===== src/rtl/load_store_unit_if.sv =====
// rtl/load_store_unit_if.sv - request/response and data-memory bus bundle for the load/store unit
interface load_store_unit_if #(
  parameter int ADDR_W = 16
);
  logic              req_valid;
  logic              req_ready;
  logic              req_write;
  logic              req_half;
  logic              req_signed;
  logic [ADDR_W-1:0] req_addr;
  logic [31:0]       req_wdata;

  logic              rsp_valid;
  logic [31:0]       rsp_rdata;
  logic              rsp_err;

  logic [ADDR_W-1:0] mem_addr;
  logic [31:0]       mem_wdata;
  logic              mem_w;
  logic              mem_r;
  logic [31:0]       mem_rdata;

  // slave: the load/store unit itself
  modport slave (
    input  req_valid, req_write, req_half, req_signed, req_addr, req_wdata,
    output req_ready,
    output rsp_valid, rsp_rdata, rsp_err,
    output mem_addr, mem_wdata, mem_w, mem_r,
    input  mem_rdata
  );

  // master: execute stage plus data memory facing the unit
  modport master (
    output req_valid, req_write, req_half, req_signed, req_addr, req_wdata,
    input  req_ready,
    input  rsp_valid, rsp_rdata, rsp_err,
    input  mem_addr, mem_wdata, mem_w, mem_r,
    output mem_rdata
  );
endinterface


===== src/rtl/load_store_unit.sv =====
// rtl/load_store_unit.sv - word/half load-store initiator for a 16-bit data memory; optional LSU_ALIGN_CHECK_EN
module load_store_unit #(
  parameter int ADDR_W    = 16,
  parameter int MEM_BYTES = 512
) (
  input  logic              clk,
  input  logic              rst,
  load_store_unit_if.slave  bus
);
  typedef enum logic [1:0] {IDLE, LO, HI, RESP} state_t;

  state_t            state, state_nx;
  logic              write_q, half_q, signed_q, err_q;
  logic [ADDR_W-1:0] addr_q;
  logic [31:0]       wdata_q;
  logic [15:0]       lo_q, hi_q;

  logic              accept;
  logic [ADDR_W-1:0] addr_eff;
  logic [ADDR_W:0]   last_byte;
  logic              align_err, range_err;

  assign accept = bus.req_valid && (state == IDLE);

  always_comb begin
`ifdef LSU_ALIGN_CHECK_EN
    addr_eff  = bus.req_addr;
    align_err = bus.req_half ? bus.req_addr[0] : (bus.req_addr[1:0] != 2'b00);
`else
    addr_eff  = bus.req_addr & ~ADDR_W'(bus.req_half ? 1 : 3);
    align_err = 1'b0;
`endif
    // one extra bit so the last-byte check cannot wrap at the top of the address space
    last_byte = {1'b0, addr_eff} + (ADDR_W+1)'(bus.req_half ? 1 : 3);
    range_err = last_byte >= (ADDR_W+1)'(MEM_BYTES);
  end

  always_ff @(posedge clk or posedge rst) begin
    if (rst) begin
      state    <= IDLE;
      write_q  <= 1'b0;
      half_q   <= 1'b0;
      signed_q <= 1'b0;
      err_q    <= 1'b0;
      addr_q   <= '0;
      wdata_q  <= '0;
      lo_q     <= '0;
      hi_q     <= '0;
    end else begin
      state <= state_nx;
      if (accept) begin
        write_q  <= bus.req_write;
        half_q   <= bus.req_half;
        signed_q <= bus.req_signed;
        err_q    <= align_err || range_err;
        addr_q   <= addr_eff;
        wdata_q  <= bus.req_wdata;
        lo_q     <= '0;
        hi_q     <= '0;
      end
      if (state == LO && !write_q) lo_q <= bus.mem_rdata[15:0];
      if (state == HI && !write_q) hi_q <= bus.mem_rdata[15:0];
    end
  end

  // memory strobes decode from registered state only, so reset drops them at once
  always_comb begin
    state_nx      = state;
    bus.req_ready = 1'b0;
    bus.rsp_valid = 1'b0;
    bus.rsp_err   = 1'b0;
    bus.rsp_rdata = '0;
    bus.mem_addr  = '0;
    bus.mem_wdata = '0;
    bus.mem_w     = 1'b0;
    bus.mem_r     = 1'b0;
    case (state)
      IDLE: begin
        bus.req_ready = 1'b1;
        if (accept) state_nx = (align_err || range_err) ? RESP : LO;
      end
      LO: begin
        bus.mem_addr  = addr_q;
        bus.mem_wdata = {16'h0, wdata_q[15:0]};
        bus.mem_w     = write_q;
        bus.mem_r     = !write_q;
        state_nx      = half_q ? RESP : HI;
      end
      HI: begin
        bus.mem_addr  = addr_q + ADDR_W'(2);
        bus.mem_wdata = {16'h0, wdata_q[31:16]};
        bus.mem_w     = write_q;
        bus.mem_r     = !write_q;
        state_nx      = RESP;
      end
      RESP: begin
        bus.rsp_valid = 1'b1;
        bus.rsp_err   = err_q;
        if (!err_q && !write_q)
          bus.rsp_rdata = half_q ? {{16{signed_q & lo_q[15]}}, lo_q} : {hi_q, lo_q};
        state_nx      = IDLE;
      end
      default: state_nx = IDLE;
    endcase
  end
endmodule


===== src/flat_wrapper.sv =====
// flat-port wrapper written by rule: the top's interface ports become plain ports
module load_store_unit_flat 
#(
  parameter int ADDR_W    = 16,
  parameter int MEM_BYTES = 512
)
  (clk, rst, bus_req_valid, bus_req_write, bus_req_half, bus_req_signed, bus_req_addr, bus_req_wdata, bus_req_ready, bus_rsp_valid, bus_rsp_rdata, bus_rsp_err, bus_mem_addr, bus_mem_wdata, bus_mem_w, bus_mem_r, bus_mem_rdata);
  load_store_unit_if #(.ADDR_W(ADDR_W)) bus_i ();
  input  logic clk;
  input  logic rst;
  input wire logic [$bits(bus_i.req_valid)-1:0] bus_req_valid;
  input wire logic [$bits(bus_i.req_write)-1:0] bus_req_write;
  input wire logic [$bits(bus_i.req_half)-1:0] bus_req_half;
  input wire logic [$bits(bus_i.req_signed)-1:0] bus_req_signed;
  input wire logic [$bits(bus_i.req_addr)-1:0] bus_req_addr;
  input wire logic [$bits(bus_i.req_wdata)-1:0] bus_req_wdata;
  output wire logic [$bits(bus_i.req_ready)-1:0] bus_req_ready;
  output wire logic [$bits(bus_i.rsp_valid)-1:0] bus_rsp_valid;
  output wire logic [$bits(bus_i.rsp_rdata)-1:0] bus_rsp_rdata;
  output wire logic [$bits(bus_i.rsp_err)-1:0] bus_rsp_err;
  output wire logic [$bits(bus_i.mem_addr)-1:0] bus_mem_addr;
  output wire logic [$bits(bus_i.mem_wdata)-1:0] bus_mem_wdata;
  output wire logic [$bits(bus_i.mem_w)-1:0] bus_mem_w;
  output wire logic [$bits(bus_i.mem_r)-1:0] bus_mem_r;
  input wire logic [$bits(bus_i.mem_rdata)-1:0] bus_mem_rdata;
  assign bus_i.req_valid = bus_req_valid;
  assign bus_i.req_write = bus_req_write;
  assign bus_i.req_half = bus_req_half;
  assign bus_i.req_signed = bus_req_signed;
  assign bus_i.req_addr = bus_req_addr;
  assign bus_i.req_wdata = bus_req_wdata;
  assign bus_req_ready = bus_i.req_ready;
  assign bus_rsp_valid = bus_i.rsp_valid;
  assign bus_rsp_rdata = bus_i.rsp_rdata;
  assign bus_rsp_err = bus_i.rsp_err;
  assign bus_mem_addr = bus_i.mem_addr;
  assign bus_mem_wdata = bus_i.mem_wdata;
  assign bus_mem_w = bus_i.mem_w;
  assign bus_mem_r = bus_i.mem_r;
  assign bus_i.mem_rdata = bus_mem_rdata;
  load_store_unit #(.ADDR_W(ADDR_W), .MEM_BYTES(MEM_BYTES)) u_core (.clk(clk), .rst(rst), .bus(bus_i));
endmodule

===== config.mk =====
export PLATFORM = sky130hd
export DESIGN_NAME = load_store_unit_flat
export DESIGN_NICKNAME = d
export VERILOG_FILES = /design/src/rtl/load_store_unit_if.sv /design/src/rtl/load_store_unit.sv /design/src/flat_wrapper.sv
export SDC_FILE = /design/constraint.sdc
export NUM_CORES = 1
export LEC_CHECK = 0
export ABC_AREA = 1
export CAP_MARGIN = 20
export CORE_UTILIZATION = 40
export CTS_BUF_LIST = sky130_fd_sc_hd__clkbuf_16
export CTS_CLUSTER_SIZE = 20
export DETAILED_ROUTE_END_ITERATION = 12
export PLACE_DENSITY = 0.77
export SYNTH_ARGS = -nofsm -noshare
export SYNTH_HDL_FRONTEND = slang
export SYNTH_SLANG_ARGS = --single-unit

===== constraint.sdc =====
create_clock -name clk -period 2.7 [get_ports clk]
set_input_delay 0.54 -clock clk [delete_from_list [all_inputs] [get_ports clk]]
set_output_delay 0.54 -clock clk [all_outputs]
set_load 0.01 [all_outputs]

==> impl_metrics.sql, run 1 <==
INSERT INTO impl_metrics (metric_group, metric, value, unit) VALUES
('status', 'run_status', 'complete, no violations', ''),
('layout', 'antennaDiodeCount', '0', ''),
('setup_path', 'timing.critical_path.fanout_max', '9', ''),
('synth', 'ys_seq_elements', '85', ''),
('min_path', 'whs_endpoint', 'u_core.wdata_q[10]', ''),
('layout', 'final_net_count', '817', ''),
('synth', 'synth.cell_area', '0.00441', 'mm^2'),
('global_routing', 'globalRoute.totalOverflow', '0', ''),
('setup_path', 'rr_endpoint', 'u_core.hi_q[2]', ''),
('die', 'core-area', '0.0105', 'mm^2'),
('setup_path', 'timing.critical_path.slowest_stage_cell', 'clkdlybuf4s50_1', ''),
('layout', 'proportion_of_layout_cells_with_a_drive_suffix_above_1', '0.110', ''),
('layout', 'final_standard_cell_utilization_of_the_core', '0.610', ''),
('global_routing', 'grt_antenna_before_repair', '0', ''),
('global_routing', 'grt_start_max_net_pins', '48', ''),
('place', 'portBuffers', '136', ''),
('min_path', 'min_from', 'u_core.wdata_q[10]', ''),
('sta', 'worst_clock_skew', '9.03', 'ps'),
('setup_path', 'critical-path-max-stage-delay', '540', 'ps'),
('sta', 'slew_viol_final', '0', ''),
('power_and_ir_drop', 'power_leakage', '3.39', 'nW'),
('setup_path', 'worstSetupPathType', 'flip-flop to output port', ''),
('synth', 'syn-instance-count', '578', ''),
('sta', 'hold_violations', '0', ''),
('sta', 'finalCriticalPeriod', '2620', 'ps'),
('sta', 'setup_tns', '0', 'ps'),
('setup_path', 'critPathRequiredTime', '2160', 'ps'),
('detailed_routing', 'vias', '4296', ''),
('cts', 'cts_clk_pin_slew_worst_paths', '60', 'ps'),
('layout', 'area_of_the_multi_input_gates', '0.00185', 'mm^2'),
('synth', 'seq_area_frac_synth', '0.482', ''),
('setup_path', 'rrSetupSlack', '670', 'ps'),
('synth', 'syn_area_per_cell', '7.63', 'um^2'),
('detailed_routing', 'route.antenna.remaining_nets', '0', ''),
('die', 'die_area', '0.0115', 'mm^2'),
('sta', 'worst-slew-pin-transition', '571', 'ps'),
('setup_path', 'worst_path_dominant_cell_family', 'buffers and inverters', ''),
('layout', 'num-fill-cells', '901', ''),
('global_routing', 'grt.total_usage', '0.220', ''),
('job', 'drv_cap', '0', ''),
('synth', 'postSynth.topFlopCell', 'dfrtp_1', ''),
('power_and_ir_drop', 'power_per_cell_area', '1050', 'mW/mm^2'),
('synth', 'synth-async-reset-ratio', '1.00', ''),
('die', 'num_io_pins', '171', ''),
('synth', 'yosysWarningCount', '0', ''),
('setup_path', 'crit_path_cell_trace', 'ha_4 > nand2_2 > or2_4 > buf_4 > a21oi_2 > clkdlybuf4s50_1', ''),
('min_path', 'worstHoldPathType', 'flip-flop to flip-flop', ''),
('sta', 'grt_setup_unrepaired', 'no', ''),
('sta', 'postLayoutSetupSlackWorst', '83.2', 'ps'),
('detailed_routing', 'firstDrtPassIters', '5', ''),
('sta', 'timing.final.crit_share', '0.969', ''),
('detailed_routing', 'vias_per_cell', '4.97', ''),
('die', 'floorplan.die.width', '107', 'um'),
('sta', 'max_freq', '382', 'MHz'),
('cts', 'cts_root_buf', 'clkbuf_16', ''),
('die', 'floorplan.initialDensity', '0.420', ''),
('cts', 'cts_num_sinks', '85', ''),
('synth', 'synth.distinct_cells', '32', ''),
('setup_path', 'r2r_start', 'u_core.state[0]', ''),
('synth', 'synth_enable_flop_cells', '0', ''),
('sta', 'final-setup-viol-count', '0', ''),
('setup_path', 'cp-start-kind', 'flip-flop', ''),
('detailed_routing', 'detailed_route_wl', '12200', 'um'),
('cts', 'clk-insertion-delay-late', '330', 'ps'),
('detailed_routing', 'remaining_drc_errors', '0', ''),
('die', 'fp-row-count', '37', ''),
('global_routing', 'grt_pass1_vias', '4052', ''),
('cts', 'total_clock_buffers_created_by_cts', '9', ''),
('setup_path', 'critPathCaptureType', 'output port', ''),
('cts', 'tritoncts', 'yes', ''),
('place', 'placement.setup.worst_slack', '138', 'ps');
logic make-up after synthesis:
kind of cell / count (synthesis) / share of synthesized area
AND/OR/NAND/NOR: 255 / 0.230
flip-flops: 85 / 0.482
AO/OA/AOI/OAI: 110 / 0.146
XOR/XNOR: 1 / 0.00199
other: 1 / 0.000850
buffers and inverters: 121 / 0.125
adder cells (fa/ha/maj): 5 / 0.0142
report_power, final:
group	leakage (nW)	switching, mW	internal (mW)	total, mW
clock	0.137	0.481	0.703	1.18
sequential	1.07	0.342	1.84	2.18
combinational	2.18	1.94	1.45	3.39
total	3.39	2.76	3.99	6.75
state kept, by name, summed over array words and instances (netlist names):
register         cells
u_core.wdata_q      32
u_core.state         2
u_core.err_q         1
u_core.lo_q         16
u_core.signed_q      1
u_core.half_q        1
u_core.addr_q       15
u_core.hi_q         16
u_core.write_q       1
final cells by class:
type	count	share of cell area
sequential	85	0.333
multi-input combinational	388	0.288
timing repair buffer	166	0.263
inverter	76	0.0457
clock buffer	9	0.0352
tap	136	0.0266
clock inverter	5	0.00840
worst max path at each step:
stage / cells after the start / startpoint / slack, ps / to
final: 6 / u_core.state[1] / 80 / bus_rsp_rdata[23]
after global routing: 6 / u_core.state[1] / 10 / bus_rsp_rdata[30]
after CTS: 6 / u_core.state[0] / -140 / bus_mem_addr[13]
after detailed placement: 6 / u_core.state[1] / 140 / bus_mem_wdata[11]
after global placement: 6 / u_core.state[1] / 180 / bus_mem_wdata[14]
after floorplan: 6 / u_core.state[0] / 750 / bus_mem_wdata[0]
worst register-to-register path, cell delays in order (launching register included):
cell and delay [ps]:
dfrtp_2 440, inv_2 110, ha_2 230, buf_8 180
nand2_2 250, nand2_1 530, o22ai_1 160
cells in the final DEF (no fill, tap or decap), types with 3 or more instances in the layout:
master,netlist,routed
a21oi_2,10,10
nor2_1,28,26
nand2_2,4,5
clkinvlp_4,0,3
inv_1,73,70
nor2_2,2,4
nand4_1,3,3
dfrtp_2,0,5
o21ai_0,23,23
o22ai_1,34,34
dlygate4sd2_1,0,4
buf_4,17,26
a21oi_1,36,36
ha_4,0,3
dlymetal6s2s_1,0,27
clkbuf_16,0,9
conb_1,1,17
clkdlybuf4s50_1,0,105
inv_2,2,4
nand2_1,206,205
dfrtp_1,85,80
nand3_1,7,7
what timing repair did:
| item | in CTS | in global routing |
|---|---|---|
| hold endpoints to repair | 0 | 0 |
| gates cloned | 0 | 0 |
| hold buffers | 0 | 0 |
| setup endpoints to repair | 39 | 40 |
| pin swaps | 3 | 2 |
| resized for setup | 10 | 43 |
| setup buffers | 4 | 9 |
layer usage:
layer  GRT usage  vias to the layer above  wire [um]
met5           0                        -          0
met4      0.0734                        0        141
met3      0.0590                       15        915
met2       0.352                      200       5820
met1       0.289                     2007       5310
li1            -                     2074          -
cells in the mapped netlist, drive strengths merged, types with 2 or more instances:
master  number  share of area
nand2      210           0.18
dfrtp       85           0.48
inv         75          0.064
a21oi       46          0.061
buf         38          0.054
o22ai       34          0.048
nor2        30          0.027
o21ai       25          0.028
nand3        8          0.010
clkbuf       7         0.0060
ha           5          0.014
nand4        3         0.0043
nor3         2         0.0048
o211ai       2         0.0034
through the flow:
step | std cells | hold WS, ps | total power [mW] | area [um^2]
6_report | 865 | 483 | 6.75 | 6410
5_1_grt | 865 | 510 | 7.24 | 6410
4_1_cts | 856 | 482 | 6.59 | 6210
3_5_place_dp | 838 | 466 | 5.34 | 5890
3_3_place_gp | 838 | 463 | 5.24 | 5890
2_1_floorplan | 594 | 449 | 4.02 | 4480
(Power assumes the default switching activity.)
==> run 2: changes to the inputs <==
CORE_UTILIZATION = 25   (was 40)
PLACE_DENSITY = not set   (was 0.77)
==> run 2 against run 1 <==
Net effect:
- sequential share of layout area about the same
- utilization fell by 24 points
- via count is 3.9% lower
- die area rose by 59%
- sequential power is essentially flat
==> impl_metrics.sql, run 2 (synthesized netlist as in run 1, its figures left out) <==
INSERT INTO impl_metrics (metric_group, metric, value, unit) VALUES
('setup_path', 'rrSetupSlack', '490', 'ps'),
('cts', 'total_clock_buffers_created_by_cts', '9', ''),
('layout', 'sequential_cell_area', '0.00213', 'mm^2'),
('sta', 'grt_setup_unrepaired', 'yes', ''),
('global_routing', 'busiest_layer', 'met2', ''),
('setup_path', 'r2r_start', 'u_core.state[1]', ''),
('global_routing', 'grt.total_usage', '0.147', ''),
('power_and_ir_drop', 'max_rail_drop_vdd', '0.443', 'mV'),
('sta', 'hold_violations', '0', ''),
('place', 'place_inst', '927', ''),
('layout', 'fin_cells', '949', ''),
('layout', 'largest_registers', 'u_core.wdata_q (32), u_core.hi_q (16), u_core.lo_q (16)', ''),
('setup_path', 'cp-start-kind', 'flip-flop', ''),
('min_path', 'timing.hold.worst_path_depth', '2', ''),
('place', 'place_congestion', '0.807', ''),
('min_path', 'min_from', 'u_core.wdata_q[16]', ''),
('min_path', 'whs_endpoint', 'u_core.wdata_q[16]', ''),
('sta', 'slew_viol_final', '0', ''),
('cts', 'tritoncts', 'yes', ''),
('global_routing', 'grt.met2_usage', '0.234', ''),
('layout', 'mostFrequentLayoutCells', '206 x nand2_1, 91 x clkdlybuf4s50_1, 85 x dfrtp_1', ''),
('die', 'floorplan.initialDensity', '0.256', ''),
('min_path', 'worstHoldPathType', 'flip-flop to flip-flop', ''),
('sta', 'setup_tns', '0', 'ps'),
('place', 'dp_hpwl', '8740', 'um'),
('layout', 'antennaDiodeCount', '0', ''),
('detailed_routing', 'detailedRoute.firstIterationViolations', '172', ''),
('layout', 'num-fill-cells', '1801', ''),
('detailed_routing', 'firstDrtPassIters', '4', ''),
('global_routing', 'grt_use_met1', '0.194', ''),
('detailed_routing', 'route.antenna.remaining_nets', '0', ''),
('detailed_routing', 'detailed_route_wl', '12900', 'um'),
('setup_path', 'worstSetupPathType', 'flip-flop to output port', ''),
('global_routing', 'grt_pass1_vias', '3992', ''),
('die', 'floorplan.die.width', '135', 'um'),
('layout', 'mostFrequentLayoutCell', 'nand2_1', ''),
('sta', 'relSlewSlack', '0.580', ''),
('layout', 'area_of_the_multi_input_gates', '0.00181', 'mm^2'),
('setup_path', 'rr_endpoint', 'u_core.hi_q[9]', ''),
('global_routing', 'gr-usage-met3', '0.0368', ''),
('setup_path', 'timing.reg2reg.worst_path_depth', '7', ''),
('layout', 'final_standard_cell_utilization_of_the_core', '0.371', ''),
('power_and_ir_drop', 'finalPower', '6.68', 'mW'),
('global_routing', 'grt_start_max_net_pins', '86', ''),
('sta', 'worst-slew-pin-transition', '628', 'ps'),
('layout', 'register_with_the_highest_flop_count', 'u_core.wdata_q', ''),
('sta', 'finalCriticalPeriod', '2690', 'ps'),
('setup_path', 'critPathRequiredTime', '2160', 'ps'),
('job', 'drv_cap', '0', ''),
('sta', 'timing.final.crit_share', '0.997', ''),
('setup_path', 'timing.critical_path.fanout_max', '16', ''),
('cts', 'clk-insertion-delay-late', '340', 'ps'),
('layout', 'largest_register_ff_count', '32', ''),
('sta', 'final-setup-viol-count', '0', ''),
('cts', 'clock_tree.buffer_depth', '2', ''),
('global_routing', 'globalRoute.totalOverflow', '0', ''),
('power_and_ir_drop', 'power_per_cell_area', '1050', 'mW/mm^2'),
('layout', 'proportion_of_layout_cells_with_a_drive_suffix_above_1', '0.0870', ''),
('cts', 'cts_root_buf', 'clkbuf_16', ''),
('layout', 'areaGrowthSynthToFinish', '45.0', '%'),
('power_and_ir_drop', 'power_leakage', '3.22', 'nW'),
('global_routing', 'grt_pass1_wl', '20700', 'um'),
('status', 'run_status', 'complete, no violations', ''),
('die', 'num_io_pins', '171', ''),
('cts', 'cts_clk_pin_slew_worst_paths', '70', 'ps'),
('setup_path', 'critPathCaptureType', 'output port', ''),
('die', 'fp-row-count', '48', ''),
('place', 'portBuffers', '136', ''),
('cts', 'cts_num_sinks', '85', ''),
('sta', 'max_freq', '371', 'MHz'),
('die', 'die_area', '0.0182', 'mm^2'),
('place', 'placement.setup.worst_slack', '206', 'ps'),
('detailed_routing', 'vias_per_cell', '4.35', ''),
('sta', 'worst_clock_skew', '7.67', 'ps'),
('die', 'core-area', '0.0172', 'mm^2'),
('cts', 'cts.htree.levels', '3', ''),
('layout', 'final_net_count', '810', ''),
('global_routing', 'grt_antenna_before_repair', '1', ''),
('detailed_routing', 'avgRoutedWirePerCell', '13.6', 'um'),
('setup_path', 'worst_ep_arrival_time', '2150', 'ps'),
('sta', 'postLayoutSetupSlackWorst', '6.87', 'ps'),
('detailed_routing', 'remaining_drc_errors', '0', ''),
('die', 'y_dimension_of_the_die', '135', 'um'),
('cts', 'ctsHoldBuffers', '0', ''),
('detailed_routing', 'vias', '4127', '');
==> run 2: changes by cell type in the layout (fill, tap and decap cells not counted), sizes merged <==
cell / previous run / this run
dlygate4sd2: 4 / 35
clkinv: 2 / 4
dlymetal6s2s: 27 / 10
clkdlybuf4s50: 105 / 91
bufbuf: 0 / 1
buf: 30 / 22
==> run 2: how the worst max path moves through the flow <==
stage	start	to	slack, ps	cells past startpoint
after CTS	u_core.state[1]	bus_mem_addr[6]	-20	6
after detailed placement	u_core.state[1]	bus_mem_addr[12]	210	8
after floorplan	u_core.state[0]	bus_mem_wdata[0]	750	6
after global placement	u_core.state[1]	bus_mem_addr[12]	200	8
final	u_core.state[1]	bus_rsp_rdata[27]	7	6
after global routing	u_core.state[1]	bus_rsp_rdata[27]	-70	6
==> run 2: cell type report <==
class,instances,area share
clock buffers,9,0.0352
well taps,225,0.0440
inverters,76,0.0452
repair buffers,159,0.249
flip-flops and latches,85,0.333
multi-input cells,388,0.284
clock inverters,7,0.0102
==> run 2: repair_timing <==
item | in CTS | in global routing
setup buffers | 3 | 2
resized for setup | 42 | 11
setup endpoints to repair | 45 | 14
gates cloned | 1 | 0
==> run 2: power by group <==
| group | switching [mW] | internal (mW) |
|---|---|---|
| registers | 0.324 | 1.83 |
| logic | 1.90 | 1.38 |
| clock network | 0.537 | 0.711 |
==> run 2: worst max-delay path, stage by stage (launching register included) <==
cell and delay, ps:
dfrtp_1 420, ha_2 240, nand2_2 60, or2_1 210, buf_4 210, a21oi_2 120
clkdlybuf4s50_1 540
==> run 2: stage by stage <==
step / area (um^2) / hold slack, ps
CTS: 6350 / 483
global placement: 6030 / 462
floorplan: 4480 / 449
detailed placement: 6030 / 465
global route: 6390 / 490
finish: 6390 / 480
==> run 2: layer usage <==
metal	vias up	share of wire
li1	2064	-
met3	16	0.062
met5	-	0
met1	1936	0.46
met4	0	0.014
met2	111	0.46
==> run 3: changes to the inputs <==
ABC_CLOCK_PERIOD_IN_PS = 2700   (was not set)
CTS_CLUSTER_DIAMETER = 120   (was not set)
==> results of run 3 <==
The final DEF is identical to that of run 2; final timing and power are the same.
